--- config.mk ---
export PLATFORM = sky130hd
export DESIGN_NAME = store_align_split_flat
export DESIGN_NICKNAME = d
export VERILOG_FILES = /design/src/rtl/store_align_split_pkg.sv /design/src/rtl/store_align_split_if.sv /design/src/rtl/store_lane_shift.sv /design/src/rtl/store_align_split.sv /design/src/flat_wrapper.sv
export SDC_FILE = /design/constraint.sdc
export NUM_CORES = 1
export LEC_CHECK = 0
export CORE_UTILIZATION = 40
export CTS_CLUSTER_DIAMETER = 100
export DETAILED_ROUTE_END_ITERATION = 12
export PLACE_DENSITY = 0.67
export RECOVER_POWER = 25
export REMOVE_ABC_BUFFERS = 1
export SYNTH_ARGS = -nofsm -noshare
export SYNTH_HDL_FRONTEND = slang
export SYNTH_HIERARCHICAL = 1
export SYNTH_SLANG_ARGS = --single-unit
--- constraint.sdc ---
create_clock -name CLK -period 2.5 [get_ports CLK]
set_input_delay 0.625 -clock CLK [delete_from_list [all_inputs] [get_ports CLK]]
set_output_delay 0.625 -clock CLK [all_outputs]
set_load 0.01 [all_outputs]
--- src/rtl/store_align_split_pkg.sv ---
// store_align_split_pkg
// Shared definitions for the store alignment / split block:
//   - store size encoding (same encoding as the load sign-extend size field)
//   - FSM state encoding
//   - memory bus lane count
//   - size_mask(): byte mask for a right-justified store of the given size
package store_align_split_pkg;

    localparam int LANES = 8;

    localparam logic [1:0] SZ_B = 2'd0;  // 1 byte
    localparam logic [1:0] SZ_W = 2'd1;  // 2 bytes
    localparam logic [1:0] SZ_D = 2'd2;  // 4 bytes
    localparam logic [1:0] SZ_Q = 2'd3;  // 8 bytes

    typedef enum logic [1:0] {
        IDLE  = 2'd0,
        BEAT0 = 2'd1,
        BEAT1 = 2'd2
    } state_t;

    // (1 << n) - 1 with n = 1 << size.
    function automatic logic [LANES-1:0] size_mask(input logic [1:0] size);
        logic [LANES-1:0] m;
        case (size)
            SZ_B:    m = 8'h01;
            SZ_W:    m = 8'h03;
            SZ_D:    m = 8'h0F;
            default: m = 8'hFF;
        endcase
        return m;
    endfunction

endpackage

--- src/rtl/store_align_split_if.sv ---
// store_align_split_if
// Bundles both handshakes of the store alignment block.
//   Store side : st_valid/st_ready, st_addr, st_size, st_data
//   Memory side: mem_valid/mem_ready, mem_addr, mem_data, mem_be, mem_last
// Handshake rule (both sides): a transfer happens on a rising clock edge where
// valid & ready are both 1. A producer that raises valid keeps it and its
// payload stable until that transfer; ready may depend combinationally on the
// other side but valid never depends on ready.
// Modports: slave = the alignment block, master = the store source and memory.
interface store_align_split_if #(
    parameter int ADDR_W = 32
);
    logic              st_valid;
    logic              st_ready;
    logic [ADDR_W-1:0] st_addr;
    logic [1:0]        st_size;
    logic [63:0]       st_data;

    logic              mem_valid;
    logic              mem_ready;
    logic [ADDR_W-1:0] mem_addr;
    logic [63:0]       mem_data;
    logic [7:0]        mem_be;
    logic              mem_last;

    modport slave (
        input  st_valid, st_addr, st_size, st_data, mem_ready,
        output st_ready, mem_valid, mem_addr, mem_data, mem_be, mem_last
    );

    modport master (
        output st_valid, st_addr, st_size, st_data, mem_ready,
        input  st_ready, mem_valid, mem_addr, mem_data, mem_be, mem_last
    );

endinterface

--- src/rtl/store_lane_shift.sv ---
// store_lane_shift
// Combinational: places a right-justified store onto a 16-lane (two beat)
// window starting at byte offset i_off.
//   i_off     : st_addr[2:0]
//   i_size    : 0/1/2/3 = 1/2/4/8 bytes
//   i_data    : right-justified store data (bytes above size ignored)
//   o_be16    : byte enables over the two 8-byte lines
//   o_data128 : lane-aligned data over the two lines, disabled lanes zero
module store_lane_shift
    import store_align_split_pkg::*;
(
    input  logic [2:0]   i_off,
    input  logic [1:0]   i_size,
    input  logic [63:0]  i_data,
    output logic [15:0]  o_be16,
    output logic [127:0] o_data128
);

    logic [63:0]  w_masked;
    logic [7:0]   w_mask8;
    logic [127:0] w_d1, w_d2;
    logic [15:0]  w_b1, w_b2;

    // Size select: four-way mux clearing bytes above the store size.
    always_comb begin
        w_masked = 64'd0;
        case (i_size)
            SZ_B:    w_masked = {56'd0, i_data[7:0]};
            SZ_W:    w_masked = {48'd0, i_data[15:0]};
            SZ_D:    w_masked = {32'd0, i_data[31:0]};
            default: w_masked = i_data;
        endcase
    end

    assign w_mask8 = size_mask(i_size);

    // Log barrel shifter: 1-, 2- and 4-byte stages selected by offset bits.
    assign w_d1 = i_off[0] ? {56'd0, w_masked, 8'd0} : {64'd0, w_masked};
    assign w_d2 = i_off[1] ? {w_d1[111:0], 16'd0}    : w_d1;
    assign o_data128 = i_off[2] ? {w_d2[95:0], 32'd0} : w_d2;

    assign w_b1 = i_off[0] ? {7'd0, w_mask8, 1'b0} : {8'd0, w_mask8};
    assign w_b2 = i_off[1] ? {w_b1[13:0], 2'b00}   : w_b1;
    assign o_be16 = i_off[2] ? {w_b2[11:0], 4'b0000} : w_b2;

endmodule

--- src/rtl/store_align_split.sv ---
// store_align_split
// Accepts one 1/2/4/8-byte store at any byte address and emits it as one or
// two 8-byte-aligned memory write beats with byte enables. A store whose bytes
// cross an 8-byte line boundary becomes two beats (low line, then next line).
// Ports:
//   CLK         : clock, rising edge
//   CLR         : synchronous active-high reset
//   bus         : store_align_split_if.slave (store and memory handshakes)
//   o_dbg_state : current FSM state (observation only)
module store_align_split
    import store_align_split_pkg::*;
#(
    parameter int ADDR_W = 32
) (
    input  logic                    CLK,
    input  logic                    CLR,
    store_align_split_if.slave      bus,
    output state_t                  o_dbg_state
);

    state_t              r_state;
    state_t              w_next;
    logic [ADDR_W-1:0]   r_base;
    logic [15:0]         r_be16;
    logic [127:0]        r_data128;
    logic                r_split;

    logic [15:0]         w_be16;
    logic [127:0]        w_data128;
    logic                w_mem_valid;
    logic                w_last;
    logic [ADDR_W-1:0]   w_addr;
    logic [63:0]         w_data;
    logic [7:0]          w_be;
    logic                w_st_ready;
    logic                w_accept;
    logic                w_mem_fire;

    store_lane_shift u_lane_shift (
        .i_off     (bus.st_addr[2:0]),
        .i_size    (bus.st_size),
        .i_data    (bus.st_data),
        .o_be16    (w_be16),
        .o_data128 (w_data128)
    );

    // Beat outputs are decoded from state so IDLE drives all-zero.
    always_comb begin
        w_mem_valid = 1'b0;
        w_last      = 1'b0;
        w_addr      = '0;
        w_data      = 64'd0;
        w_be        = 8'd0;
        case (r_state)
            BEAT0: begin
                w_mem_valid = 1'b1;
                w_last      = ~r_split;
                w_addr      = r_base;
                w_data      = r_data128[63:0];
                w_be        = r_be16[7:0];
            end
            BEAT1: begin
                w_mem_valid = 1'b1;
                w_last      = 1'b1;
                w_addr      = r_base + ADDR_W'(8);  // wraps past the top line
                w_data      = r_data128[127:64];
                w_be        = r_be16[15:8];
            end
            default: ;
        endcase
    end

    assign w_mem_fire = w_mem_valid & bus.mem_ready;
    // Ready combinationally on the last-beat handshake so a new store can be
    // taken in the same cycle the previous one retires.
    assign w_st_ready = ~CLR & ((r_state == IDLE) | (w_mem_fire & w_last));
    assign w_accept   = bus.st_valid & w_st_ready;

    always_comb begin
        w_next = r_state;
        case (r_state)
            IDLE: begin
                if (w_accept) w_next = BEAT0;
            end
            BEAT0: begin
                if (bus.mem_ready) begin
                    if (r_split)       w_next = BEAT1;
                    else if (w_accept) w_next = BEAT0;
                    else               w_next = IDLE;
                end
            end
            BEAT1: begin
                if (bus.mem_ready) w_next = w_accept ? BEAT0 : IDLE;
            end
            default: w_next = IDLE;
        endcase
    end

    always_ff @(posedge CLK) begin
        if (CLR) begin
            r_state   <= IDLE;
            r_base    <= '0;
            r_be16    <= 16'd0;
            r_data128 <= 128'd0;
            r_split   <= 1'b0;
        end else begin
            r_state <= w_next;
            if (w_accept) begin
                r_base    <= {bus.st_addr[ADDR_W-1:3], 3'b000};
                r_be16    <= w_be16;
                r_data128 <= w_data128;
                r_split   <= |w_be16[15:8];
            end
        end
    end

    assign bus.st_ready  = w_st_ready;
    assign bus.mem_valid = w_mem_valid;
    assign bus.mem_addr  = w_addr;
    assign bus.mem_data  = w_data;
    assign bus.mem_be    = w_be;
    assign bus.mem_last  = w_last;
    assign o_dbg_state   = r_state;

endmodule

--- src/flat_wrapper.sv ---
// flat-port wrapper written by rule: the top's interface ports become plain ports
module store_align_split_flat import store_align_split_pkg::*;
#(
    parameter int ADDR_W = 32
)
  (CLK, CLR, o_dbg_state, bus_st_valid, bus_st_addr, bus_st_size, bus_st_data, bus_mem_ready, bus_st_ready, bus_mem_valid, bus_mem_addr, bus_mem_data, bus_mem_be, bus_mem_last);
  store_align_split_if #(.ADDR_W(ADDR_W)) bus_i ();
  input  logic CLK;
  input  logic CLR;
  output state_t o_dbg_state;
  input wire logic [$bits(bus_i.st_valid)-1:0] bus_st_valid;
  input wire logic [$bits(bus_i.st_addr)-1:0] bus_st_addr;
  input wire logic [$bits(bus_i.st_size)-1:0] bus_st_size;
  input wire logic [$bits(bus_i.st_data)-1:0] bus_st_data;
  input wire logic [$bits(bus_i.mem_ready)-1:0] bus_mem_ready;
  output wire logic [$bits(bus_i.st_ready)-1:0] bus_st_ready;
  output wire logic [$bits(bus_i.mem_valid)-1:0] bus_mem_valid;
  output wire logic [$bits(bus_i.mem_addr)-1:0] bus_mem_addr;
  output wire logic [$bits(bus_i.mem_data)-1:0] bus_mem_data;
  output wire logic [$bits(bus_i.mem_be)-1:0] bus_mem_be;
  output wire logic [$bits(bus_i.mem_last)-1:0] bus_mem_last;
  assign bus_i.st_valid = bus_st_valid;
  assign bus_i.st_addr = bus_st_addr;
  assign bus_i.st_size = bus_st_size;
  assign bus_i.st_data = bus_st_data;
  assign bus_i.mem_ready = bus_mem_ready;
  assign bus_st_ready = bus_i.st_ready;
  assign bus_mem_valid = bus_i.mem_valid;
  assign bus_mem_addr = bus_i.mem_addr;
  assign bus_mem_data = bus_i.mem_data;
  assign bus_mem_be = bus_i.mem_be;
  assign bus_mem_last = bus_i.mem_last;
  store_align_split #(.ADDR_W(ADDR_W)) u_core (.CLK(CLK), .CLR(CLR), .bus(bus_i), .o_dbg_state(o_dbg_state));
endmodule
==> results of run 1 <==
-- routing by layer --
metal  share of wire (%)  wire length, µm
met1                  44            20270
met2                  46            20910
met3                 7.4             3416
met4                 2.8             1290
met5                   0                0
-- through the flow --
stage | setup TNS, ns | instance area [µm²]
floorplan | -2532.76 | 11280
global placement | -17.39 | 15510
detailed placement | -18.84 | 15510
CTS | -11.25 | 17090
global route | -56.02 | 17610
finish | -35.68 | 17610
-- sequential cells by signal, indices dropped and copies added, names as in the netlist --
name and cells:
u_core/o_dbg_state 2, u_core/r_base 29, u_core/r_be16 16, u_core/r_data128 128
u_core/r_split 1
-- synthesized netlist by cell type (all sizes together) (10+ instances only) --
cell,instances
nor2b,237
dfxtp,176
mux2,175
nor2,110
a22oi,82
buf,73
clkbuf,68
a21oi,58
o21ai,51
nand2,48
mux2i,40
o22ai,33
and2,31
nor3,31
nand3,24
inv,16
a22o,15
a21o,12
nand4,12
o21a,11
a32oi,10
-- cell type report --
class                           count  area [µm²]
Clock buffer                       18       429.2
Clock inverter                     14       127.6
Fill cell                        2428       11410
Inverter                           16       68.82
Multi-Input combinational cell   1093        8596
Sequential cell                   176        3540
Tap cell                          384       480.5
Timing Repair Buffer              479        4364
-- critical path, delay by kind of cell (launching register included) --
kind | cells | cell delay [ns]
adders and majority gates | 1 | 0.17
buffers and inverters | 1 | 0.13
and+or+nand+nor | 3 | 0.98
AOI/OAI and AO/OA | 1 | 0.21
DFF | 1 | 0.38
-- where the power goes --
part | leakage [nW] | total [mW] | internal (mW) | switching (mW)
logic | 5.53 | 5.18 | 2.71 | 2.47
registers | 1.44 | 3.27 | 3.08 | 0.192
clock network | 0.255 | 2.63 | 1.31 | 1.31
total | 7.22 | 11.1 | 7.10 | 3.97
-- repair_timing --
| action | CTS | global route |
|---|---|---|
| pin swaps | 52 | 76 |
| gates resized for setup | 632 | 106 |
| endpoints found under the setup margin | 104 | 101 |
| gates cloned | 7 | 4 |
| setup buffers | 46 | 37 |
-- cells by family after synthesis --
| logic type | count (synthesis) | synth area share, % |
|---|---|---|
| buf+inv | 157 | 6.309 |
| mux | 215 | 20.08 |
| flops | 176 | 29.51 |
| fa+ha+maj | 5 | 0.5240 |
| compound gates | 336 | 19.36 |
| other cells | 2 | 0.06290 |
| simple gates | 525 | 24.16 |
-- final timing paths --
path,endpoint,slack [ns],depth (start not counted)
setup / recovery,bus_mem_addr[31],-0.44,6
hold / removal,u_core/r_data128[1]$_SDFFE_PP0P_,0.63,2
hold reg to reg,u_core/r_data128[1]$_SDFFE_PP0P_,0.63,2
setup reg to reg,u_core/r_be16[14]$_SDFFE_PP0P_,-0.23,10
==> flow_summary.ini, run 1 <==
[status]
status = finished with violations
failed_checks = setup timing

[global_route]
grt_pass1_wl_um = 67500
grtUsageMet1_pct = 38.89
use_met2_pct = 44.58
grt_use_met3_pct = 4.395
busiest_layer = met2
antenna_found_initial = 0
grt_pass1_vias = 12160
grt_max_degree = 177
grt_usage_pct = 28.10
grt_remaining_overflow = 0

[min_path]
hold_start = u_core/r_data128[1]$_SDFFE_PP0P_
hold_class = reg -> reg

[critical_path]
rr_startpoint = u_core/o_dbg_state[1]$_SDFFE_PP0P_
cp.arrival_ns = 2.32
cp_max_fo = 6
cp-end-kind = output pin
cp_cell_sequence = ha_4 > nand3_4 > or3_4 > or4_4 > a31o_1 > buf_2
crit_required_ns = 1.88
criticalPathCategory = reg -> out
cpPeakStageDelay_ns = 0.49
startpoint = u_core/r_base[4]$_SDFFE_PP0P_
critPathSlowestCell = or4_4
worst_setup_path_start_kind = flip-flop

[sta]
rsz0062_at_grt = true
tightest_slew_ns = 0.8225
finalMaxSlewViolations = 0
final-hold-violation-count = 0
final.min_clock_period_ns = 2.944
max_slew_margin_pct = 44.87
fin_hold_ws_ns = 0.6282
max_freq_ghz = 0.3397
clock_skew_ns = 0.008225
setup_ws_ns = -0.4437
period_share_pct = 117.7
setup_viol = 206

[synth]
yosysSeqAreaShare_pct = 29.51
async_reset_ff_share_pct = 0
avgSynthCellArea_um2 = 8.431
synth_cell_types = 63
ys_seq_elements = 176
synth.cell_area_um2 = 11940
yosysTopAreaCell = dfxtp_1
synthCells = 1416
synth-edff-count = 0
synthTopCellsByArea = dfxtp_1 (30%), mux2_2 (17%), nor2b_1 (12%)
ys.flop_type = dfxtp_1
synth_warnings = 6
yosys.area.top_type_share_pct = 29.51

[clock_tree]
numCtsBuffers = 17
clock_path_buffers = 2
root_buffer = clkbuf_16
cts_tree = done
path_clk_slew_ns = 0.08
hold_buffers = 0
clkSinkCount = 176
htreeDepth = 4
clkLatencyLatePin_ns = 0.45

[layout]
fin_cells = 2180
syn_to_final_growth_pct = 47.46
antenna_cells = 0
final_cell_mix = nor2b_1 (232), buf_4 (178), mux2_2 (175)
final_core_util_pct = 60.68
num-nets-final = 1890
drive_above_1_share_pct = 42.59
mostFrequentLayoutCell = nor2b_1

[routing]
via_per_inst = 5.813
first_pass_iters = 8
drt_wl_total_um = 45890
ant_nets = 0
drt_iter0_drc = 1408
wl_per_cell_um = 21.05
drc = 0
route.vias.total = 12670

[power]
vdd_ir_drop_max_uv = 496.0
power_mw = 11.08
p_leak_nw = 7.222
powerDensity_nw_per_um2 = 629.1

[placed_design]
dp_cells = 2068
gp_congestion = 0.9464
portBuffers = 207
post-dp-hpwl_um = 29910
pre_cts_ws_ns = -0.4349

[floorplanning]
fp.dieW_um = 174.8
die_area_um2 = 30540
rows = 62
die_h_um = 174.8
io_pins = 211
initial_utilization_pct = 41.15
core_um2 = 29010

[job]
maxCapViolCount = 0
(Power assumes the default switching activity.)
==> inputs of run 2 (changes only) <==
--- a/config.mk
+++ b/config.mk
@@ -6,9 +6,10 @@
 export NUM_CORES = 1
 export LEC_CHECK = 0
 export CORE_UTILIZATION = 40
+export CTS_BUF_LIST = sky130_fd_sc_hd__clkbuf_8
 export CTS_CLUSTER_DIAMETER = 100
 export DETAILED_ROUTE_END_ITERATION = 12
-export PLACE_DENSITY = 0.67
+export PLACE_DENSITY = 0.66
 export RECOVER_POWER = 25
 export REMOVE_ABC_BUFFERS = 1
 export SYNTH_ARGS = -nofsm -noshare
==> flow_summary.ini, run 2 (synthesis gave the netlist of run 1 again) <==
[global_route]
grt_pass1_vias = 12710
grt_usage_pct = 30.58
grt_max_degree = 177
grt_remaining_overflow = 0
antenna_found_initial = 1
grt_pass1_wl_um = 73110

[critical_path]
startpoint = u_core/r_base[4]$_SDFFE_PP0P_
rr_startpoint = u_core/o_dbg_state[1]$_SDFFE_PP0P_
critPathSlowestCell = or4_1
r2r_cells = 14
worst_setup_path_start_kind = flip-flop
rrSetupSlack_ns = -0.23
cp-end-kind = output pin
cpPeakStageDelay_ns = 0.49
cp_max_fo = 6
cp.arrival_ns = 2.40
criticalPathCategory = reg -> out
cp_cell_sequence = ha_4 > nand3_4 > or3_4 > or4_1 > a31o_1 > buf_2
reg2reg_to = u_core/r_base[4]$_SDFFE_PP0P_
crit_required_ns = 1.88

[routing]
drc = 0
wl_per_cell_um = 24.86
drt_wl_total_um = 55240
drt_iter0_drc = 1818
ant_nets = 0
via_per_inst = 6.270
route.vias.total = 13930
first_pass_iters = 6

[placed_design]
portBuffers = 207
placed_area_um2 = 15340
pre_cts_ws_ns = -0.4200
gp_congestion = 0.9414
post-dp-hpwl_um = 29260
dp_cells = 2051

[sta]
max_freq_ghz = 0.3308
final.min_clock_period_ns = 3.023
setup_tns_ns = -62.44
max_slew_margin_pct = 40.59
fin_hold_ws_ns = 0.6375
clock_skew_ns = 0.02594
final-hold-violation-count = 0
rsz0062_at_grt = true
finalMaxSlewViolations = 0
setup_ws_ns = -0.5226
tightest_slew_ns = 0.8911
period_share_pct = 120.9
setup_viol = 278

[layout]
fin_cells = 2222
multiInputGateArea_um2 = 9514
num-nets-final = 1931
fin_area_um2 = 19750
mostFrequentLayoutCell = nor2b_1
regMostFlops = u_core/r_data128
num-fill-cells = 2077
syn_to_final_growth_pct = 65.41
top_regs = u_core/r_data128: 128 flops, u_core/r_base: 29 flops, u_core/r_be16: 16 flops
final_core_util_pct = 68.07
drive_above_1_share_pct = 45.45
largest_reg_flops = 128
seqCellArea_um2 = 3550
final_cell_mix = nor2b_1 (198), mux2_4 (173), dfxtp_1 (165)

[clock_tree]
clkSinkCount = 176
path_clk_slew_ns = 0.11
root_buffer = clkbuf_8
htreeDepth = 4
cts_tree = done
numCtsBuffers = 17
clkLatencyLatePin_ns = 0.50
clock_path_buffers = 2

[power]
powerDensity_nw_per_um2 = 640.8
p_seq_share_pct = 26.1
p_int_mw = 8.019
power_switching_mw = 4.636
comb_power_share_pct = 56.9
power_mw = 12.66
vdd_ir_drop_max_uv = 412.6
power.share.clock_pct = 17.0
p_sw_share_pct = 36.63
p_leak_nw = 8.002

[min_path]
hold_start = u_core/r_split$_SDFFE_PP0P_
min_to = u_core/o_dbg_state[1]$_SDFFE_PP0P_
hold_class = reg -> reg
min_path_cells = 2

[status]
status = finished with violations
failed_checks = setup timing

[floorplanning]
rows = 62
initial_utilization_pct = 41.15
core_um2 = 29010
die_h_um = 174.8
die_area_um2 = 30540
io_pins = 211
fp.dieW_um = 174.8

[job]
maxCapViolCount = 0
run 2: cell count changes in the layout (fill, tap and decap cells not counted), moves of 26 or more:
cell and change:
mux2_2 -173, buf_2 -46, buf_4 -26, buf_6 +70, nor2b_1 -34, mux2_4 +173, nor2b_4 +37
run 2: repair_timing:
item,in CTS,in global routing
hold endpoints to repair,0,0
cloned,22,19
setup buffers,78,38
gates resized for setup,716,377
endpoints found under the setup margin,133,277
pin swaps,89,63
hold buffers,0,0
run 2: worst max path at each step:
stage          slack, ns                        endpoint
2_1_floorplan     -14.07  u_core/r_base[10]$_SDFFE_PP0P_
3_3_place_gp       -0.41                bus_mem_addr[29]
5_1_grt            -0.58                bus_mem_addr[31]
3_5_place_dp       -0.42                bus_mem_addr[29]
6_report           -0.52                bus_mem_addr[31]
4_1_cts            -0.49                bus_mem_addr[31]
run 2: power groups by stage:
| stage | logic (mW) | clock network, mW | registers [mW] |
|---|---|---|---|
| global placement | 3.53 | 0 | 3.27 |
| global route | 7.36 | 2.26 | 3.33 |
| floorplan | 1.74 | 0 | 3.21 |
| detailed placement | 3.56 | 0 | 3.28 |
| finish | 7.20 | 2.15 | 3.31 |
| CTS | 5.72 | 2.12 | 3.26 |
run 2: layout make-up:
| cell class | count | share of cell area, % |
|---|---|---|
| multi-input cells | 1093 | 48.18 |
| inverters | 16 | 0.4055 |
| well taps | 384 | 2.433 |
| flip-flops and latches | 176 | 17.98 |
| repair buffers | 520 | 29.01 |
| clock inverters | 15 | 0.8047 |
| clock buffers | 17 | 1.185 |
| diodes | 1 | 0.01267 |
run 2: critical path, delay by kind of cell (launching register included):
family	cells	cell delay, ns
AOI/OAI and AO/OA	1	0.19
adders and majority gates	1	0.17
buffers and inverters	1	0.13
and+or+nand+nor	3	1.01
DFF	1	0.40
run 2: routing by layer:
metal	GRT usage, %	routed length (µm)
met1	40.72	21700
met5	0	12
met2	49.50	25300
met4	10.11	2633
met3	5.722	5592
==> inputs of run 3 (changes only) <==
--- a/config.mk
+++ b/config.mk
@@ -5,11 +5,11 @@
 export SDC_FILE = /design/constraint.sdc
 export NUM_CORES = 1
 export LEC_CHECK = 0
-export CORE_UTILIZATION = 40
-export CTS_BUF_LIST = sky130_fd_sc_hd__clkbuf_8
+export CORE_UTILIZATION = 32
+export CTS_BUF_LIST = sky130_fd_sc_hd__clkbuf_4
 export CTS_CLUSTER_DIAMETER = 100
 export DETAILED_ROUTE_END_ITERATION = 12
-export PLACE_DENSITY = 0.66
+export PLACE_DENSITY = 0.55
 export RECOVER_POWER = 25
 export REMOVE_ABC_BUFFERS = 1
 export SYNTH_ARGS = -nofsm -noshare
==> flow_summary.ini, run 3 (synthesis gave the netlist of run 1 again) <==
[status]
status = finished with violations
failed_checks = setup timing

[clock_tree]
root_buffer = clkbuf_4
cts_tree = done
numCtsBuffers = 17
path_clk_slew_ns = 0.16
clkSinkCount = 176
clkLatencyLatePin_ns = 0.65
clock_path_buffers = 2
htreeDepth = 4

[sta]
fin_hold_ws_ns = 0.5883
setup_ws_ns = -0.6615
tightest_slew_ns = 0.9240
max_freq_ghz = 0.3163
rsz0062_at_grt = true
setup_tns_ns = -54.20
final-hold-violation-count = 0
clock_skew_ns = 0.02542
final.min_clock_period_ns = 3.161
period_share_pct = 126.5
max_slew_margin_pct = 38.17
finalMaxSlewViolations = 0
setup_viol = 273

[layout]
drive_above_1_share_pct = 45.24
final_core_util_pct = 51.00
syn_to_final_growth_pct = 56.76
regMostFlops = u_core/r_data128
final_cell_mix = nor2b_1 (205), mux2_2 (175), buf_4 (167)
largest_reg_flops = 128
num-nets-final = 1931
mostFrequentLayoutCell = nor2b_1
top_regs = u_core/r_data128: 128 flops, u_core/r_base: 29 flops, u_core/r_be16: 16 flops

[routing]
drc = 0
ant_nets = 0
wl_per_cell_um = 22.28
drt_wl_total_um = 51390
route.vias.total = 12870
drt_iter0_drc = 1154
first_pass_iters = 5
via_per_inst = 5.579

[global_route]
busiest_layer = met2
grt_remaining_overflow = 0
grt_max_degree = 148
grtUsageMet1_pct = 34.41
grt_use_met3_pct = 3.972
grt_pass1_wl_um = 73140
grt_usage_pct = 25.00
grt_pass1_vias = 12260
use_met2_pct = 38.97
antenna_found_initial = 3

[critical_path]
cpPeakStageDelay_ns = 0.48
cp_max_fo = 5
critPathSlowestCell = or4_1
critical_path_buf_inv_count = 1
rrSetupSlack_ns = -0.08
crit_family = simple AND/OR/NAND/NOR gates
cp_cell_sequence = ha_4 > nand3_4 > or3_4 > or4_1 > a31o_1 > buf_2
criticalPathCategory = reg -> out
cp-end-kind = output pin
cp.arrival_ns = 2.54
worst_setup_path_start_kind = flip-flop
crit_required_ns = 1.88

[power]
comb_power_share_pct = 56.7
p_sw_share_pct = 37.34
p_int_mw = 7.373
p_leak_nw = 7.552
powerDensity_nw_per_um2 = 628.7
power_switching_mw = 4.394
power.share.clock_pct = 15.4
power_mw = 11.77
vdd_ir_drop_max_uv = 365.2
p_seq_share_pct = 27.9

[floorplanning]
die_area_um2 = 38090
io_pins = 211
core_um2 = 36700
rows = 70
initial_utilization_pct = 32.53
die_h_um = 195.2
fp.dieW_um = 195.2

[min_path]
hold_class = in -> reg

[placed_design]
pre_cts_ws_ns = -0.4562
post-dp-hpwl_um = 31550
gp_congestion = 0.9195
portBuffers = 207

[job]
maxCapViolCount = 0
run 3: power groups by stage:
stage | combinational [mW] | clock, mW | sequential [mW]
6_report | 6.67 | 1.81 | 3.28
5_1_grt | 6.94 | 1.98 | 3.31
4_1_cts | 5.37 | 1.87 | 3.27
3_5_place_dp | 3.58 | 0 | 3.28
3_3_place_gp | 3.55 | 0 | 3.27
2_1_floorplan | 1.74 | 0 | 3.21
run 3: per-stage QoR:
stage               instance area [µm²]  std cells
floorplan                         11280       1285
global placement                  15590       2150
detailed placement                15590       2150
CTS                               17470       2258
global route                      18720       2306
finish                            18720       2306
run 3: layer usage:
layer | part of all wire (%) | vias up | wire [µm]
li1 | - | 5914 | -
met3 | 7.7 | 125 | 3936
met5 | 0.025 | - | 13
met1 | 43 | 6194 | 22180
met4 | 3.5 | 2 | 1813
met2 | 46 | 630 | 23450
run 3: what timing repair did:
action | CTS | global route
pin swaps | 93 | 67
cloned | 17 | 13
hold buffers | 0 | 0
setup endpoints to repair | 104 | 121
setup buffers | 61 | 51
resized for setup | 683 | 197
run 3: worst paths after layout:
check                                          start  cells after the start                           endpoint
setup / recovery       u_core/r_base[4]$_SDFFE_PP0P_                      6                   bus_mem_addr[31]
hold / removal                       bus_st_addr[17]                      2     u_core/r_base[17]$_SDFFE_PP0P_
setup reg to reg  u_core/o_dbg_state[0]$_SDFFE_PP0P_                     14  u_core/r_data128[21]$_SDFFE_PP0P_
hold reg to reg     u_core/r_data128[1]$_SDFFE_PP0P_                      2   u_core/r_data128[1]$_SDFFE_PP0P_
run 3: layout make-up:
class                      instances  area [µm²]
sequential                       176        3538
clock inverter                    15       176.4
antenna                            1       2.502
fill                            3365       17980
clock buffer                      17       127.6
tap                              468       585.6
timing repair buffer             520        5388
inverter                          16       71.32
multi-input combinational       1093        8826
